`config.mk`:
```
export PLATFORM = sky130hd
export DESIGN_NAME = vga_fb_arbiter
export DESIGN_NICKNAME = d
export VERILOG_FILES = /design/src/rtl/vga_fb_arbiter.sv
export SDC_FILE = /design/constraint.sdc
export NUM_CORES = 1
export LEC_CHECK = 0
export ABC_CLOCK_PERIOD_IN_PS = 1700
export CAP_MARGIN = 20
export CORE_ASPECT_RATIO = 1.75
export CORE_MARGIN = 10
export CORE_UTILIZATION = 43
export DETAILED_ROUTE_END_ITERATION = 8
export HOLD_SLACK_MARGIN = 0.02
export PLACE_DENSITY = 0.74
export REMOVE_ABC_BUFFERS = 1
export SLEW_MARGIN = 25
export SYNTH_ARGS = -nofsm -noshare
export SYNTH_HDL_FRONTEND = slang
export SYNTH_SLANG_ARGS = --single-unit
```
`constraint.sdc`:
```
create_clock -name i_Clk -period 1.7 [get_ports i_Clk]
set_input_delay 0.255 -clock i_Clk [delete_from_list [all_inputs] [get_ports i_Clk]]
set_output_delay 0.255 -clock i_Clk [all_outputs]
set_load 0.005 [all_outputs]
```
`src/rtl/vga_fb_arbiter.sv`:
```
// Framebuffer RAM scheduler: raster-locked display cell fetches, round-robin
// host write/read ports on the free cycles, and a hardware clear-screen sweep.
module vga_fb_arbiter #(
    parameter int CELLS = 4800
) (
    input  logic        i_Clk,
    input  logic        i_Rst_L,
    input  logic [11:0] i_HPos,
    input  logic [11:0] i_VPos,
    output logic [12:0] o_Mem_Addr,
    output logic        o_Mem_WrEn,
    output logic [8:0]  o_Mem_WrData,
    input  logic [8:0]  i_Mem_RdData,
    output logic [8:0]  o_Cell_Data,
    input  logic        i_Wr_Valid,
    output logic        o_Wr_Ready,
    input  logic [12:0] i_Wr_Addr,
    input  logic [8:0]  i_Wr_Data,
    input  logic        i_Rd_Valid,
    output logic        o_Rd_Ready,
    input  logic [12:0] i_Rd_Addr,
    output logic        o_Rd_Data_Valid,
    output logic [8:0]  o_Rd_Data,
    input  logic        i_Clear,
    input  logic [8:0]  i_Clear_Colour,
    output logic        o_Busy
);

    localparam logic [12:0] CELLS_L = 13'(CELLS);
    localparam logic [0:0]  ST_IDLE  = 1'b0;
    localparam logic [0:0]  ST_CLEAR = 1'b1;

    logic [0:0]  state_q, state_d;
    logic [12:0] clr_cnt_q, clr_cnt_d;
    logic [8:0]  clr_colour_q, clr_colour_d;
    logic        rr_rd_q, rr_rd_d;
    logic [12:0] mem_addr_q, mem_addr_d;
    logic        mem_wren_q, mem_wren_d;
    logic [8:0]  mem_wrdata_q, mem_wrdata_d;
    logic        disp_p1_q, disp_p1_d;
    logic        disp_p2_q;
    logic        rd_p1_q, rd_p1_d;
    logic        rd_p2_q;
    logic        rd_oob_p1_q, rd_oob_p1_d;
    logic        rd_oob_p2_q;
    logic        rd_valid_q, rd_valid_d;
    logic [8:0]  rd_data_q, rd_data_d;
    logic [8:0]  cell_q, cell_d;

    logic        col_slot, col0_slot, slot, free;
    logic [11:0] fetch_line;
    logic [6:0]  fetch_col;
    logic [12:0] row13, disp_addr;
    logic        wr_win, rd_win, wr_fire, rd_fire;

    // Column c is fetched at HPos 8c-3; column 0 wraps to HPos 797 of the previous line.
    always_comb begin
        col_slot   = (i_VPos < 12'd480) && (i_HPos[2:0] == 3'd5) && (i_HPos <= 12'd629);
        col0_slot  = (i_HPos == 12'd797) && ((i_VPos < 12'd479) || (i_VPos == 12'd524));
        slot       = col_slot || col0_slot;
        fetch_line = col0_slot ? ((i_VPos == 12'd524) ? 12'd0 : i_VPos + 12'd1) : i_VPos;
        fetch_col  = col0_slot ? 7'd0 : i_HPos[9:3] + 7'd1;
        row13      = {1'b0, fetch_line} >> 3;
        disp_addr  = (row13 << 6) + (row13 << 4) + {6'b0, fetch_col};
    end

    assign free       = !slot && (state_q == ST_IDLE);
    assign wr_win     = i_Wr_Valid && (!i_Rd_Valid || !rr_rd_q);
    assign rd_win     = i_Rd_Valid && (!i_Wr_Valid || rr_rd_q);
    assign o_Wr_Ready = free && wr_win;
    assign o_Rd_Ready = free && rd_win;
    assign wr_fire    = i_Wr_Valid && o_Wr_Ready;
    assign rd_fire    = i_Rd_Valid && o_Rd_Ready;

    always_comb begin
        // NOTE: every variable gets a default first so no latch is inferred.
        state_d      = state_q;
        clr_cnt_d    = clr_cnt_q;
        clr_colour_d = clr_colour_q;
        rr_rd_d      = rr_rd_q;
        mem_addr_d   = mem_addr_q;
        mem_wren_d   = 1'b0;
        mem_wrdata_d = mem_wrdata_q;
        disp_p1_d    = 1'b0;
        rd_p1_d      = 1'b0;
        rd_oob_p1_d  = 1'b0;

        if (slot) begin
            mem_addr_d = disp_addr;
            disp_p1_d  = 1'b1;
        end else if (state_q == ST_CLEAR) begin
            mem_addr_d   = clr_cnt_q;
            mem_wren_d   = 1'b1;
            mem_wrdata_d = clr_colour_q;
            clr_cnt_d    = clr_cnt_q + 13'd1;
            if (clr_cnt_q == CELLS_L - 13'd1) begin
                state_d = ST_IDLE;
            end
        end else if (wr_fire) begin
            rr_rd_d = 1'b1;
            if (i_Wr_Addr < CELLS_L) begin
                mem_addr_d   = i_Wr_Addr;
                mem_wren_d   = 1'b1;
                mem_wrdata_d = i_Wr_Data;
            end
        end else if (rd_fire) begin
            rr_rd_d     = 1'b0;
            rd_p1_d     = 1'b1;
            rd_oob_p1_d = (i_Rd_Addr >= CELLS_L);
            if (i_Rd_Addr < CELLS_L) begin
                mem_addr_d = i_Rd_Addr;
            end
        end

        if ((state_q == ST_IDLE) && i_Clear) begin
            state_d      = ST_CLEAR;
            clr_cnt_d    = 13'd0;
            clr_colour_d = i_Clear_Colour;
        end

        cell_d     = disp_p2_q ? i_Mem_RdData : cell_q;
        rd_valid_d = rd_p2_q;
        rd_data_d  = rd_p2_q ? (rd_oob_p2_q ? 9'd0 : i_Mem_RdData) : rd_data_q;
    end

    always_ff @(posedge i_Clk or negedge i_Rst_L) begin
        if (!i_Rst_L) begin
            state_q      <= ST_IDLE;
            clr_cnt_q    <= 13'd0;
            clr_colour_q <= 9'd0;
            rr_rd_q      <= 1'b0;
            mem_addr_q   <= 13'd0;
            mem_wren_q   <= 1'b0;
            mem_wrdata_q <= 9'd0;
            disp_p1_q    <= 1'b0;
            disp_p2_q    <= 1'b0;
            rd_p1_q      <= 1'b0;
            rd_p2_q      <= 1'b0;
            rd_oob_p1_q  <= 1'b0;
            rd_oob_p2_q  <= 1'b0;
            rd_valid_q   <= 1'b0;
            rd_data_q    <= 9'd0;
            cell_q       <= 9'd0;
        end else begin
            // NOTE: non-blocking assignments keep every flop sampling pre-edge values.
            state_q      <= state_d;
            clr_cnt_q    <= clr_cnt_d;
            clr_colour_q <= clr_colour_d;
            rr_rd_q      <= rr_rd_d;
            mem_addr_q   <= mem_addr_d;
            mem_wren_q   <= mem_wren_d;
            mem_wrdata_q <= mem_wrdata_d;
            disp_p1_q    <= disp_p1_d;
            disp_p2_q    <= disp_p1_q;
            rd_p1_q      <= rd_p1_d;
            rd_p2_q      <= rd_p1_q;
            rd_oob_p1_q  <= rd_oob_p1_d;
            rd_oob_p2_q  <= rd_oob_p1_q;
            rd_valid_q   <= rd_valid_d;
            rd_data_q    <= rd_data_d;
            cell_q       <= cell_d;
        end
    end

    assign o_Mem_Addr      = mem_addr_q;
    assign o_Mem_WrEn      = mem_wren_q;
    assign o_Mem_WrData    = mem_wrdata_q;
    assign o_Cell_Data     = cell_q;
    assign o_Rd_Data_Valid = rd_valid_q;
    assign o_Rd_Data       = rd_data_q;
    assign o_Busy          = (state_q == ST_CLEAR);

endmodule

```
==> results of run 1 <==
state kept, by name, summed over array words and instances (netlist names), 9 cells and up:
signal	count
clr_cnt_q	13
o_Rd_Data	9
o_Cell_Data	9
o_Mem_Addr	13
clr_colour_q	9
o_Mem_WrData	9
layout make-up:
type                            instances  area share
Multi-Input combinational cell        301      0.3644
Timing Repair Buffer                  233      0.3128
Sequential cell                        72      0.2503
Clock buffer                            9     0.03129
Tap cell                              122     0.02121
Clock inverter                          7     0.01008
Inverter                               17    0.009910
per-layer routing:
layer	share of wire	wire length, um	vias up
li1	-	-	1944
met1	0.34	4864	2072
met2	0.57	8157	152
met3	0.055	788	44
met4	0.040	569	0
met5	0	0	-
cells in the final DEF, fill, tap and decap left out, types with 6 or more instances in the layout:
master / n
clkdlybuf4s50_1: 99
buf_4: 82
dfrtp_1: 72
nand2_1: 36
mux2_2: 27
mux2i_1: 24
buf_6: 22
o21ai_0: 20
inv_1: 16
ha_1: 16
nor2_1: 14
nand3_1: 13
a21oi_1: 11
nand3b_1: 10
clkbuf_16: 10
mux2_4: 9
buf_2: 9
and3_1: 7
nand4_1: 7
xnor2_1: 6
xor2_1: 6
buf_8: 6
timing repair:
action	in CTS	in global routing
setup endpoints to repair	44	43
gates resized for setup	174	44
cloned	3	1
pin swaps	43	36
buffers inserted	18	14
hold endpoints to repair	17	0
hold buffers	1	0
power groups by stage:
stage	registers [mW]	clock network, mW	logic (mW)
6_report	2.54	1.87	2.58
2_1_floorplan	2.52	0	0.971
3_3_place_gp	2.50	0	2.31
5_1_grt	2.59	1.98	2.79
4_1_cts	2.50	1.89	2.48
3_5_place_dp	2.53	0	2.38
logic make-up (layout without fill, tap and decap cells):
family | Yosys count | after routing
AND/OR/NAND/NOR | 135 | 135
multiplexers | 60 | 60
AO/OA/AOI/OAI | 73 | 73
buffers and inverters | 34 | 266
XOR/XNOR | 15 | 15
flip-flops | 72 | 72
adder cells (fa/ha/maj) | 18 | 18
path summary, 6_finish.rpt:
check                                              start                          end  slack (ps)  cells after the start
worst max-delay path                           i_HPos[5]   o_Mem_Addr[11]$_DFFE_PN0P_       -1410                     16
worst min-delay path               rd_oob_p1_q$_DFF_PN0_        rd_oob_p2_q$_DFF_PN0_         350                      0
worst max register to register  clr_cnt_q[1]$_DFFE_PN0P_    clr_cnt_q[10]$_DFFE_PN0P_        -260                      6
worst min register to register     rd_oob_p1_q$_DFF_PN0_        rd_oob_p2_q$_DFF_PN0_         350                      0
max in group asynchronous                        i_Rst_L  o_Mem_WrData[5]$_DFFE_PN0P_         760                      3
min in group asynchronous                        i_Rst_L   o_Cell_Data[0]$_DFFE_PN0P_         420                      2
critical path, delay by kind of cell:
kind / cells / cell delay [ps]
compound gates: 3 / 460
xor+xnor: 2 / 320
fa+ha+maj: 2 / 810
buf+inv: 3 / 320
mux: 1 / 120
simple gates: 5 / 1070
through the flow:
step,utilization,instances,area [um2]
global route,0.7555,761,7197
CTS,0.7302,753,6957
floorplan,-,390,4141
detailed placement,0.6459,715,6153
finish,0.7555,761,7197
global placement,0.6459,715,6153
==> reports/results.tsv, run 1 <==
stage	metric	value	unit
yosys	ys.flop_type	dfrtp_1	
global_routing	gr-max-usage-layer	met2	
global_routing	grt_pass1_wl	21.72	mm
cells_and_area	diodes	0	
drt	dr.pass1.iters	5	
yosys	synth.distinct_cells	57	
cells_and_area	fill_cells	627	
timing	setup_tns	-20320	ps
power	p_comb_frac	0.369	
global_routing	grtUsageTotal	0.1919	
drt	first_iter_violations	225	
clocking	clockBufferDepth	2	
power	p_leak	3.219	nW
power	p_seq_frac	0.364	
yosys	synthAdderAreaFrac	0.05694	
setup_path	crit_path_end_kind	flop	
timing	fmax	0.3218	GHz
placed_design	io_buffer_count	126	
power	switchingPower	2.068	mW
timing	worst_pin_slew	504.6	ps
yosys	synth_async_sr_flop_share	1.000	
global_routing	met3_usage	0.04014	
timing	slew_violations	0	
yosys	synthMuxAreaShare	0.1610	
run	drv_cap	0	
power	internal_power	4.922	mW
timing	fin_ws	-1407	ps
yosys	yosysTopAreaCell	dfrtp_1	
floorplan	core-area	9527	um2
global_routing	grt_pass1_vias	4447	
timing	hold_violations	0	
status	violations	negative setup slack	
clocking	cts_tree	yes	
yosys	yosysSeqAreaShare	0.4270	
drt	viasPerCell	5.535	
clocking	htreeDepth	3	
global_routing	antenna_found_initial	0	
floorplan	start_util	0.4429	
yosys	postSynthCellCount	407	
global_routing	met1_usage	0.1842	
drt	ant_nets	0	
setup_path	startpoint_type	input pin	
cells_and_area	regArea	1802	um2
global_routing	grt_start_max_net_pins	22	
drt	totalWireLength	14.38	mm
power	power_density	971.3	nW/um2
power	pwr-share-clk	0.267	
clocking	clk_latency	330	ps
global_routing	use_met2	0.3731	
yosys	synth_top_family_by_area	simple AND/OR/NAND/NOR gates	
yosys	synth_edf_count	0	
yosys	synth_commonest_cells	dfrtp_1, nand2_1, mux2_2, mux2i_1, o21ai_0	
yosys	synth.area.top_cells	dfrtp_1, mux2_2, mux2i_1	
placed_design	gp_congestion	0.8913	
floorplan	die-area	14330	um2
setup_path	worstPathCellList	buf_6 -> nor4b_4 -> and3_4 -> or3b_4 -> a21bo_4 -> xnor2_2 -> inv_1 -> fa_1 -> buf_4 -> fa_2 -> nor2b_4 -> nor3_2 -> o21bai_1 -> a21oi_1 -> xor2_1 -> mux2i_1	
yosys	yosysTopAreaCellShare	0.4270	
clocking	clkSinkCount	72	
placed_design	dpl.hpwl	10.08	mm
timing	slew_headroom	0.6636	
yosys	yosys.cell_count.top_type	dfrtp_1	
drt	wire_per_inst	18.90	um
cells_and_area	drive_gt1_frac	0.3787	
yosys	synthXorXnorAreaFrac	0.03114	
setup_path	cpPeakStageDelay	450	ps
timing	holdWs	348.1	ps
power	ir_drop	0.7238	mV
power	power	6.990	mW
yosys	syn_avg_cell_area	10.37	um2
timing	finalCritPeriodShare	1.828	
yosys	netlist_area	4219	um2
yosys	synth-simple-area-share	0.1702	
clocking	clkTransAtPathRegs	60	ps
timing	skew	6.767	ps
cells_and_area	syn2layout_area_growth	70.58	%
clocking	numCtsBuffers	9	
yosys	synth-seq-cells	72	
drt	drc_errors	0	
setup_path	crit_slowest_cell	fa_1	
floorplan	core.rowCount	47	
clocking	clockRootBuffer	clkbuf_16	
timing	rsz0062_at_grt	yes	
global_routing	grt-ovfl-total	0	
floorplan	die_x	94.88	um
timing	fin_crit	3107	ps
min_path	min_path_type	reg -> reg	
yosys	yosysWarnings	0	
power	switching_share	0.2959	
setup_path	cp_max_fo	3	
floorplan	ios	127	
setup_path	cp.required	1960	ps
timing	setup_viol	43	
cells_and_area	layout.nets	734	
setup_path	critical_path_class	in -> reg	
setup_path	arrival	3370	ps
status	outcome	finished with violations	
cells_and_area	multi_input_area	2623	um2
drt	via_count	4212	
floorplan	die_h	151.0	um
yosys	synth_compound_area_frac	0.1189	
placed_design	pre_cts_ws	-2248	ps
Power figures use the tool's default switching activity.
==> inputs of run 2 (changes only) <==
--- a/config.mk
+++ b/config.mk
@@ -10,6 +10,7 @@
 export CORE_ASPECT_RATIO = 1.75
 export CORE_MARGIN = 10
 export CORE_UTILIZATION = 43
+export CTS_CLUSTER_SIZE = 12
 export DETAILED_ROUTE_END_ITERATION = 8
 export HOLD_SLACK_MARGIN = 0.02
 export PLACE_DENSITY = 0.74
==> results of run 2 <==
The final DEF is identical to that of run 1; final timing and power are the same.
